$ cat config.mk
export PLATFORM = sky130hd
export DESIGN_NAME = sync_fifo_param
export DESIGN_NICKNAME = d
export VERILOG_FILES = /design/src/rtl/sync_fifo_pkg.sv /design/src/rtl/fifo_ram.sv /design/src/rtl/sync_fifo_param.sv
export SDC_FILE = /design/constraint.sdc
export NUM_CORES = 1
export LEC_CHECK = 0
export CORE_ASPECT_RATIO = 0.75
export CORE_MARGIN = 3
export CORE_UTILIZATION = 46
export DETAILED_ROUTE_END_ITERATION = 10
export PLACE_DENSITY = 0.67
export SLEW_MARGIN = 20
export SYNTH_ARGS = -nofsm -noshare
export SYNTH_HDL_FRONTEND = slang
export SYNTH_HIERARCHICAL = 1
export SYNTH_SLANG_ARGS = --single-unit
$ cat constraint.sdc
create_clock -name clk -period 5.4 [get_ports clk]
set_clock_uncertainty 0.1 [all_clocks]
set_input_delay 0.81 -clock clk [delete_from_list [all_inputs] [get_ports clk]]
set_output_delay 0.81 -clock clk [all_outputs]
set_load 0.01 [all_outputs]
$ cat src/rtl/sync_fifo_pkg.sv
// Shared helpers for the parametrised synchronous FIFO: width calculations
// and a legality check on the parameter set, evaluated at elaboration time.
package sync_fifo_pkg;

  // Pointer width: enough bits to address every entry.
  function automatic int ptrWidth(input int depth);
    return (depth <= 2) ? 1 : $clog2(depth);
  endfunction

  // Occupancy width: one extra bit so the value DEPTH itself fits.
  function automatic int countWidth(input int depth);
    return $clog2(depth) + 1;
  endfunction

  // True when the parameter set describes a buildable FIFO: DEPTH is a power
  // of two (so pointers wrap for free) and both thresholds lie in range.
  function automatic bit paramsLegal(input int width, input int depth,
                                     input int afLevel, input int aeLevel);
    bit ok;
    ok = 1'b1;
    if (width < 1) ok = 1'b0;
    if (depth < 2) ok = 1'b0;
    if ((depth & (depth - 1)) != 0) ok = 1'b0;
    if (afLevel < 1 || afLevel > depth) ok = 1'b0;
    if (aeLevel < 0 || aeLevel > depth - 1) ok = 1'b0;
    return ok;
  endfunction

endpackage

$ cat src/rtl/fifo_ram.sv
// Storage array for the FIFO: one synchronous write port and one
// asynchronous read port, so the head word is visible combinationally.
module fifo_ram #(
  parameter int WIDTH = 8,
  parameter int DEPTH = 8,
  parameter int PTR_W = 3
) (
  input  logic             clk,
  input  logic             i_wrEn,
  input  logic [PTR_W-1:0] i_wrAddr,
  input  logic [WIDTH-1:0] i_wrData,
  input  logic [PTR_W-1:0] i_rdAddr,
  output logic [WIDTH-1:0] o_rdData
);

  logic [WIDTH-1:0] r_mem [DEPTH];

  // Contents are deliberately left unreset; only accepted writes touch them.
  always_ff @(posedge clk) begin
    if (i_wrEn) r_mem[i_wrAddr] <= i_wrData;
  end

  assign o_rdData = r_mem[i_rdAddr];

endmodule

$ cat src/rtl/sync_fifo_param.sv
// Parametrised single-clock FIFO with occupancy output, programmable
// almost-full/almost-empty thresholds, sticky overflow/underflow flags and an
// optional first-word-fall-through read path.
module sync_fifo_param
  import sync_fifo_pkg::*;
#(
  parameter int WIDTH    = 8,
  parameter int DEPTH    = 8,
  parameter int AF_LEVEL = DEPTH - 2,
  parameter int AE_LEVEL = 2,
  parameter int FWFT     = 0
) (
  input  logic                   clk,
  input  logic                   reset,
  input  logic                   write_en,
  input  logic                   read_en,
  input  logic [WIDTH-1:0]       data_in,
  output logic [WIDTH-1:0]       data_out,
  output logic                   full,
  output logic                   empty,
  output logic                   almost_full,
  output logic                   almost_empty,
  output logic [$clog2(DEPTH):0] count,
  output logic                   overflow,
  output logic                   underflow
);

  localparam int PTR_W = ptrWidth(DEPTH);
  localparam int CNT_W = countWidth(DEPTH);
  localparam logic [CNT_W-1:0] FULL_CNT = CNT_W'(DEPTH);
  localparam logic [CNT_W-1:0] AF_CNT   = CNT_W'(AF_LEVEL);
  localparam logic [CNT_W-1:0] AE_CNT   = CNT_W'(AE_LEVEL);

  // Refuse to elaborate a FIFO whose pointers would not wrap cleanly or whose
  // thresholds could never be meaningful.
  if (!paramsLegal(WIDTH, DEPTH, AF_LEVEL, AE_LEVEL)) begin : g_badParams
    $error("sync_fifo_param: illegal WIDTH/DEPTH/AF_LEVEL/AE_LEVEL combination");
  end

  logic [PTR_W-1:0] r_wrPtr;
  logic [PTR_W-1:0] r_rdPtr;
  logic [CNT_W-1:0] r_count;
  logic [WIDTH-1:0] r_dataOut;
  logic             r_overflow;
  logic             r_underflow;

  logic             w_wrAcc;
  logic             w_rdAcc;
  logic             w_memWe;
  logic [WIDTH-1:0] w_rdData;

  // Acceptance uses the flags as they stand at the start of the cycle, so a
  // full FIFO takes only the read and an empty FIFO takes only the write.
  assign w_wrAcc = write_en && !full;
  assign w_rdAcc = read_en && !empty;
  assign w_memWe = w_wrAcc && !reset;

  fifo_ram #(
    .WIDTH (WIDTH),
    .DEPTH (DEPTH),
    .PTR_W (PTR_W)
  ) u_ram (
    .clk      (clk),
    .i_wrEn   (w_memWe),
    .i_wrAddr (r_wrPtr),
    .i_wrData (data_in),
    .i_rdAddr (r_rdPtr),
    .o_rdData (w_rdData)
  );

  // Pointers, occupancy, sticky errors and the registered read word; the count
  // update looks at both acceptances together so simultaneous traffic nets out.
  always_ff @(posedge clk) begin
    if (reset) begin
      r_wrPtr     <= '0;
      r_rdPtr     <= '0;
      r_count     <= '0;
      r_dataOut   <= '0;
      r_overflow  <= 1'b0;
      r_underflow <= 1'b0;
    end else begin
      if (w_wrAcc) r_wrPtr <= r_wrPtr + PTR_W'(1);
      if (w_rdAcc) r_rdPtr <= r_rdPtr + PTR_W'(1);
      case ({w_wrAcc, w_rdAcc})
        2'b10:   r_count <= r_count + CNT_W'(1);
        2'b01:   r_count <= r_count - CNT_W'(1);
        default: r_count <= r_count;
      endcase
      if (write_en && full) r_overflow <= 1'b1;
      if (read_en && empty) r_underflow <= 1'b1;
      if (FWFT != 0) begin
        if (!empty) r_dataOut <= w_rdData;
      end else begin
        if (w_rdAcc) r_dataOut <= w_rdData;
      end
    end
  end

  // In fall-through mode the head word is shown directly while one exists;
  // the register then only supplies the last shown word once the FIFO drains.
  if (FWFT != 0) begin : g_fwftOut
    assign data_out = empty ? r_dataOut : w_rdData;
  end else begin : g_stdOut
    assign data_out = r_dataOut;
  end

  assign count        = r_count;
  assign full         = (r_count == FULL_CNT);
  assign empty        = (r_count == '0);
  assign almost_full  = (r_count >= AF_CNT);
  assign almost_empty = (r_count <= AE_CNT);
  assign overflow     = r_overflow;
  assign underflow    = r_underflow;

endmodule
-- Word-level counts from Yosys, hierarchy flattened
Memories as Yosys holds them, arrays and structs flattened. A register that Yosys moved wholly into a read port is not among the register bits.
Index checks and enable logic that the tools add are counted.
Widths: inputs -> output; s select.
- input port bits: 12
- memories kept: 1
- RAM bits: 64
- bits in registers: 12
- output and inout bits: 18
- memories (memory ; depth ; width ; rd ports ; clocked after Yosys merged registers in ; write ports ; RTL line ; source):
    u_ram.r_mem ; 8 ; 8 ; 1 ; 1 ; 1 ; fifo_ram.sv:16 ; logic [WIDTH-1:0] r_mem [DEPTH];
- $lt $le $gt $ge: 2
- reduce and logical (&&, ||, !) cells: 10
- multiplexer cells: 3
- $add $sub $neg: 4
- eq/ne operators: 3
- operator list (kind ; number):
    $pmux 4 s2 ; 1
    $add 3x1->3 const B ; 2
    $logic_and 1x1->1 ; 5
    $add 4x1->4 const B ; 1
    $eq 4x4->1 const B ; 1
    $ge 4x3->1 const B ; 1
    $le 4x2->1 const B ; 1
    $logic_not 4->1 ; 1
    $sub 4x1->4 const B ; 1
    $logic_not 1->1 ; 3
    $eq 2x1->1 const B ; 1
    $eq 2x2->1 const B ; 1
    $mux 1 ; 2
    $reduce_bool 2->1 ; 1

-- Logic depth before layout (Yosys ltp)
- word-level depth: 6
- depth in mapped cells: 13

-- Cells and area by module
Netlist, hierarchy kept.
- by module, submodules not included (module ; area each (µm²) ; times used ; cells each):
    fifo_ram ; 2531.2 ; 1 ; 106
    sync_fifo_param ; 934.6 ; 1 ; 104

-- Worst setup path after synthesis
No wires, ideal clock.
- path kind: flip-flop to flip-flop
- start: register r_count[1] (netlist: count[1])
- end: register r_count[2] (netlist: count[2])
- setup time: 0.070 ns
- arrival: 2.471 ns
- required time: 5.230 ns
- path slack: 2.759 ns
- cell stages (with the launch flop): 14
- path buffers: 3
- cells stage by stage: dfxtp_1 -> buf_6 -> nor4_4 -> nand2b_1 -> buf_6 -> inv_4 -> buf_6 -> ha_1 -> xor2_1 -> ha_1 -> a21oi_1 -> xor2_1 -> or3_1 -> a21oi_1
- cells in the longest elaborated chain, start to end: 5
- ends and longest elaborated chain (what ; RTL line ; source):
    from (decl) ; sync_fifo_param.sv:42 ; logic [CNT_W-1:0] r_count;
    from (signal assigned) ; sync_fifo_param.sv:85 ; 2'b10: r_count <= r_count + CNT_W'(1);
    from (signal assigned) ; sync_fifo_param.sv:86 ; 2'b01: r_count <= r_count - CNT_W'(1);
    from (signal assigned) ; sync_fifo_param.sv:87 ; default: r_count <= r_count;
    $logic_not 4->1 * ; sync_fifo_param.sv:109 ; assign empty = (r_count == '0);
    via empty ; sync_fifo_param.sv:20 ; output logic empty,
    $logic_not 1->1 * ; sync_fifo_param.sv:55 ; assign w_rdAcc = read_en && !empty;
    $logic_and 1x1->1 * ; sync_fifo_param.sv:55 ;
    via w_rdAcc ; sync_fifo_param.sv:48 ; logic w_rdAcc;
    $eq 2x1->1 / $eq 2x2->1 (equally long branches) ; sync_fifo_param.sv:84 ; case ({w_wrAcc, w_rdAcc})
    $pmux 4 s2 / $reduce_bool 2->1 (equally long branches) ; -- ;
The timed path passes the listed nets; every way through them passes the cells marked *.
A chain may end at the register's enable or synchronous reset.

-- Final worst setup path
- start: register r_count[1] (netlist: count[1])
- end: output port full
- cells in the longest elaborated chain, start to end: 1
- ends and longest elaborated chain (what ; RTL line ; source):
    $eq 4x4->1 ; sync_fifo_param.sv:108 ; assign full = (r_count == FULL_CNT);
    to (decl) ; sync_fifo_param.sv:19 ; output logic full,
Every way passes these cells.

==> impl_metrics.ini <==
[timing]
finalHoldViolCount = 0
setup_tns_ns = 0
whs_ns = 0.368
period_needed_ns = 2.96
slew_headroom_pct = 25.5
setup_viol = 0
rsz0062_at_grt = false
fmax_mhz = 338
slew_violations = 0
tightest_slew_ns = 1.11
layout_worst_path_cycle_share_pct = 54.8

[power_and_ir_drop]
p_per_area_nw_per_um2 = 416
peakVddDrop_v = 0.000191
p_leak_nw = 1.33

[cts]
cts_max_level = 3
cts_tree = done
cts.repair_timing.setup_buffer_count = 0
clk_path_buf_depth = 2
clock-sinks = 84
clock_latency_ns = 0.34
ctsRootBufferMaster = clkbuf_8
ctsHoldBuffers = 0
cts_buffers = 9
ctsResizeCount = 0
clkSlewWorstSetupHoldPaths_ns = 0.08

[layout]
num-nets-final = 257
regArea_um2 = 2320
drive_above_1_share_pct = 13.1
multi_input_area_um2 = 1050
fillCellCount = 586
num_antenna_cells = 0
final_common_cell = edfxtp_1
area_growth_pct = 15.2
final_cell_mix = edfxtp_1 (64), clkdlybuf4s50_1 (29), nand2_1 (21)

[synthesis]
ys.flop_type = edfxtp_1
ys_warn_count = 6
synth_edf_count = 64
synth_fp_nets = 227
synth-seq-area-share_pct = 67.0
synthArstFlopShare_pct = 0
synth_area_per_cell_um2 = 16.5
syn_inst = 210
synth_cell_types = 36
ys_seq_elements = 84
synthesis.area_um2 = 3470

[worst_setup_path]
worstPathRequired_ns = 4.49
cp-end-kind = primary output
crit_type = reg2out
start_kind = flop
r2r_start = count[1]
critPathMaxFanout = 10
worstPathArrival_ns = 2.05
crit_start = count[1]

[global_route]
grt_pass1_wl_um = 9650
grt_util_all_layers_pct = 15.3
grt-ovfl-total = 0
grt_pass1_vias = 1782
antenna_found_initial = 0
grt_max_degree = 23

[drt]
dr_total_vias = 1792
drt-initial-drc-count = 93
wl_um = 6150
wl_per_cell_um = 17.9
drt_pass1_iterations = 4
avgViaCountPerCell = 5.22
drtAntennaViolNets = 0
drc_errors = 0

[floorplanning]
num_rows = 26
die_area_um2 = 8620
initial_core_util_pct = 49.1
dieHeight_um = 81.2
core_area_um2 = 7060
fp.dieW_um = 106
ios = 30

[place]
io_buffers = 29
dp_hpwl_um = 4090
place.gp.congestion = 0.689

[flow_run]
maxCapViolCount = 0

[status]
outcome = finished clean

[hold_path]
hold_start = data_out[4]
hold_class = reg2reg
## Yosys cell counts (2+ instances only)
cell / number / share of area [%]
edfxtp_1: 64 / 55
nor2_1: 16 / 1.7
ha_1: 5 / 1.8
a21oi_1: 15 / 2.2
dfxtp_1: 20 / 12
mux2_2: 9 / 2.9
mux4_1: 15 / 11
nor3_1: 2 / 0.29
nand2b_1: 5 / 0.90
buf_6: 4 / 1.3
clkbuf_1: 3 / 0.32
nor3b_1: 2 / 0.43
xor2_1: 6 / 1.5
nand3_1: 2 / 0.29
nand2_1: 21 / 2.3
## per-layer routing
layer / track usage [%] / vias up / routed length [µm]
met5: 0 / - / 0
met1: 21.1 / 899 / 2980
met2: 24.1 / 24 / 2930
li1: - / 864 / -
met4: 3.10 / 0 / 34
met3: 5.08 / 5 / 202
## power by group
group	internal, mW	total, mW	switching, mW
logic	0.236	0.420	0.184
clock network	0.207	0.411	0.204
registers	0.752	0.830	0.0778
## flip-flops by register name, summed over array words and instances (netlist names)
register	cells
overflow	1
underflow	1
count	4
u_ram/r_mem	64
data_out	8
r_rdPtr	3
r_wrPtr	3
## layout make-up
cell class                 count  share of cell area [%]
clock buffer                  13                    4.26
multi-input combinational    113                    26.3
inverter                       2                   0.251
timing repair buffer          30                    7.46
clock inverter                 3                   0.439
tap                           98                    3.07
sequential                    84                    58.2
## logic make-up (layout without fill, tap and decap cells)
kind of cell | count (synthesis) | in the layout | share of synthesized area (%)
adders and majority gates | 5 | 5 | 1.81
buffers and inverters | 13 | 48 | 2.96
AOI/OAI and AO/OA | 20 | 20 | 3.21
and+or+nand+nor | 55 | 55 | 8.01
DFF | 84 | 84 | 67.0
xor gates and xnor gates | 7 | 7 | 1.77
muxes | 26 | 26 | 15.2
## final timing paths
| path | end | slack, ns | cells past startpoint |
|---|---|---|---|
| worst max-delay path | full | 2.44 | 3 |
| worst min register to register | data_out[4] | 0.37 | 2 |
| worst max register to register | count[2] | 2.53 | 10 |
| worst min-delay path | data_out[4] | 0.37 | 2 |
## worst max-delay path: stages, from the launching register on
cell,delay (ns)
dfxtp_1,0.44
or4b_4,0.63
inv_1,0.10
clkdlybuf4s50_1,0.54
## stage by stage
step	total power [mW]	util [%]	area, µm²	std cells	worst slack (ns)
5_1_grt	1.75	56.5	3990	343	2.22
6_report	1.66	56.5	3990	343	2.44
3_3_place_gp	1.26	53.7	3790	327	2.22
2_1_floorplan	1.12	-	3470	210	2.76
3_5_place_dp	1.27	53.9	3800	327	2.18
4_1_cts	1.68	56.5	3990	343	2.41
Note: power is estimated with default switching activity, not from simulation.
==> edit: new RTL, same flow settings <==
`DEPTH` is set to 8 in 2 places; all go to 16.
--- a/src/rtl/fifo_ram.sv
+++ b/src/rtl/fifo_ram.sv
@@ -2,7 +2,7 @@
 // asynchronous read port, so the head word is visible combinationally.
 module fifo_ram #(
   parameter int WIDTH = 8,
-  parameter int DEPTH = 8,
+  parameter int DEPTH = 16,
   parameter int PTR_W = 3
 ) (
   input  logic             clk,
--- a/src/rtl/sync_fifo_param.sv
+++ b/src/rtl/sync_fifo_param.sv
@@ -5,7 +5,7 @@
   import sync_fifo_pkg::*;
 #(
   parameter int WIDTH    = 8,
-  parameter int DEPTH    = 8,
+  parameter int DEPTH    = 16,
   parameter int AF_LEVEL = DEPTH - 2,
   parameter int AE_LEVEL = 2,
   parameter int FWFT     = 0
Ports: changed (resized count); port bits go from 30 to 31. No check against the original RTL was run, so the function may have changed too.
==> edit against the original RTL <==
Core utilization shrank 0.68 points; area after synthesis grew 76%; wire length grew 93%; worst setup slack lost 0.42 ns; design area grew 77%; register-to-register slack lost 0.51 ns; sequential cell count grew 67; power grew 92%; critical path type is now flip-flop to flip-flop.
==> edit: results (changes against the original RTL) <==
- Worst-path clk slew: 0.06 ns (was 0.08 ns)
- Met2 usage in global routing: 23.0% (was 24.1%)
- Area contributors post-synth: edfxtp_1 (63%), dfxtp_1 (7.6%), mux4_2 (6.7%), mux4_1 (6.0%), nor2_1 (2.3%) (was edfxtp_1 (55%), dfxtp_1 (12%), mux4_1 (11%), mux2_2 (2.9%), nand2_1 (2.3%))
- Fraction of layout cells with a size suffix above 1: 14.6% (was 13.1%)
- Crit-path max FO: 11 (was 10)
- M1 GR Usage: 26.2% (was 21.1%)
- Synth Area in Adders: 1.56% (was 1.81%)
- Count of cell types in the netlist: 40 (was 36)
- Worst-Skew Late Latency: 0.41 ns (was 0.34 ns)
- Design Power: 3.19 mW (was 1.66 mW)
- Vias: 3,141 (was 1,792)
- Synth Area in Compound Gates: 3.93% (was 3.21%)
- H-tree lvl count: 4 (was 3)
- Worst R2R Path Depth: 9 (was 10)
- Fin nets: 390 (was 257)
- Maximum vdd drop: 268 uV (was 191 uV)
- TritonCTS Buffers: 17 (was 9)
- Worst r2r src: count[0] (was count[1])
- Status: completed (unchanged)
- Total Routing Usage GR: 16.9% (was 15.3%)
- Mux cell area share after synthesis: 14.4% (was 15.2%)
- XOR/XNOR Fraction of Synth Area: 1.15% (was 1.77%)
- CP Class: flip-flop to flip-flop (was flip-flop to output port)
- First-pass GRT wire length: 18,200 um (was 9650 um)
- Leakage: 2.35 nW (was 1.33 nW)
- Net Count, Synth: 354 (was 227)
- Root Buffer: clkbuf_16 (was clkbuf_8)
- Worst setup path end: count[4] (was full)
==> edit: cell type report <==
| class | instances | area (sq um) |
|---|---|---|
| clock buffer | 21 | 440 |
| tap | 166 | 208 |
| multi-input combinational | 164 | 1630 |
| timing repair buffer | 33 | 323 |
| inverter | 4 | 15.0 |
| sequential | 151 | 4310 |
| fill | 988 | 5570 |
| clock inverter | 11 | 126 |
==> edit: how the worst min path moves through the flow <==
stage	startpoint	slack, ns	cells past startpoint	endpoint
2_1_floorplan	overflow	0.40	2	overflow
3_3_place_gp	underflow	0.35	2	underflow
3_5_place_dp	underflow	0.36	2	underflow
6_report	overflow	0.37	2	overflow
5_1_grt	underflow	0.40	2	underflow
4_1_cts	underflow	0.38	2	underflow
==> edit: report_power, final <==
part / switching [mW] / internal (mW)
Sequential: 0.0953 / 1.33
Clock: 0.446 / 0.681
Combinational: 0.305 / 0.332
==> edit: worst max-delay path, cell delays in order (launching register included) <==
cell and delay (ns):
dfxtp_1 0.38, or4_1 0.73, o21ai_4 0.46, inv_1 0.10
ha_1 0.28, ha_1 0.35, a21oi_1 0.17, a21oi_1 0.11
or4_1 0.49, a21oi_1 0.15
==> edit: per-layer routing <==
layer  share of wire [%]  vias to the layer above
li1                    -                     1406
met1                  50                     1622
met2                  42                      100
met3                 6.1                       13
met4                 1.4                        0
met5                   0                        -
==> edit: metrics by stage <==
stage	setup slack, ns	utilization [%]	cells	area (sq um)
global route	1.80	55.9	550	7050
floorplan	2.44	-	335	6090
detailed placement	1.72	51.3	518	6470
global placement	1.82	51.3	518	6470
finish	2.02	55.9	550	7050
CTS	2.01	55.8	550	7040
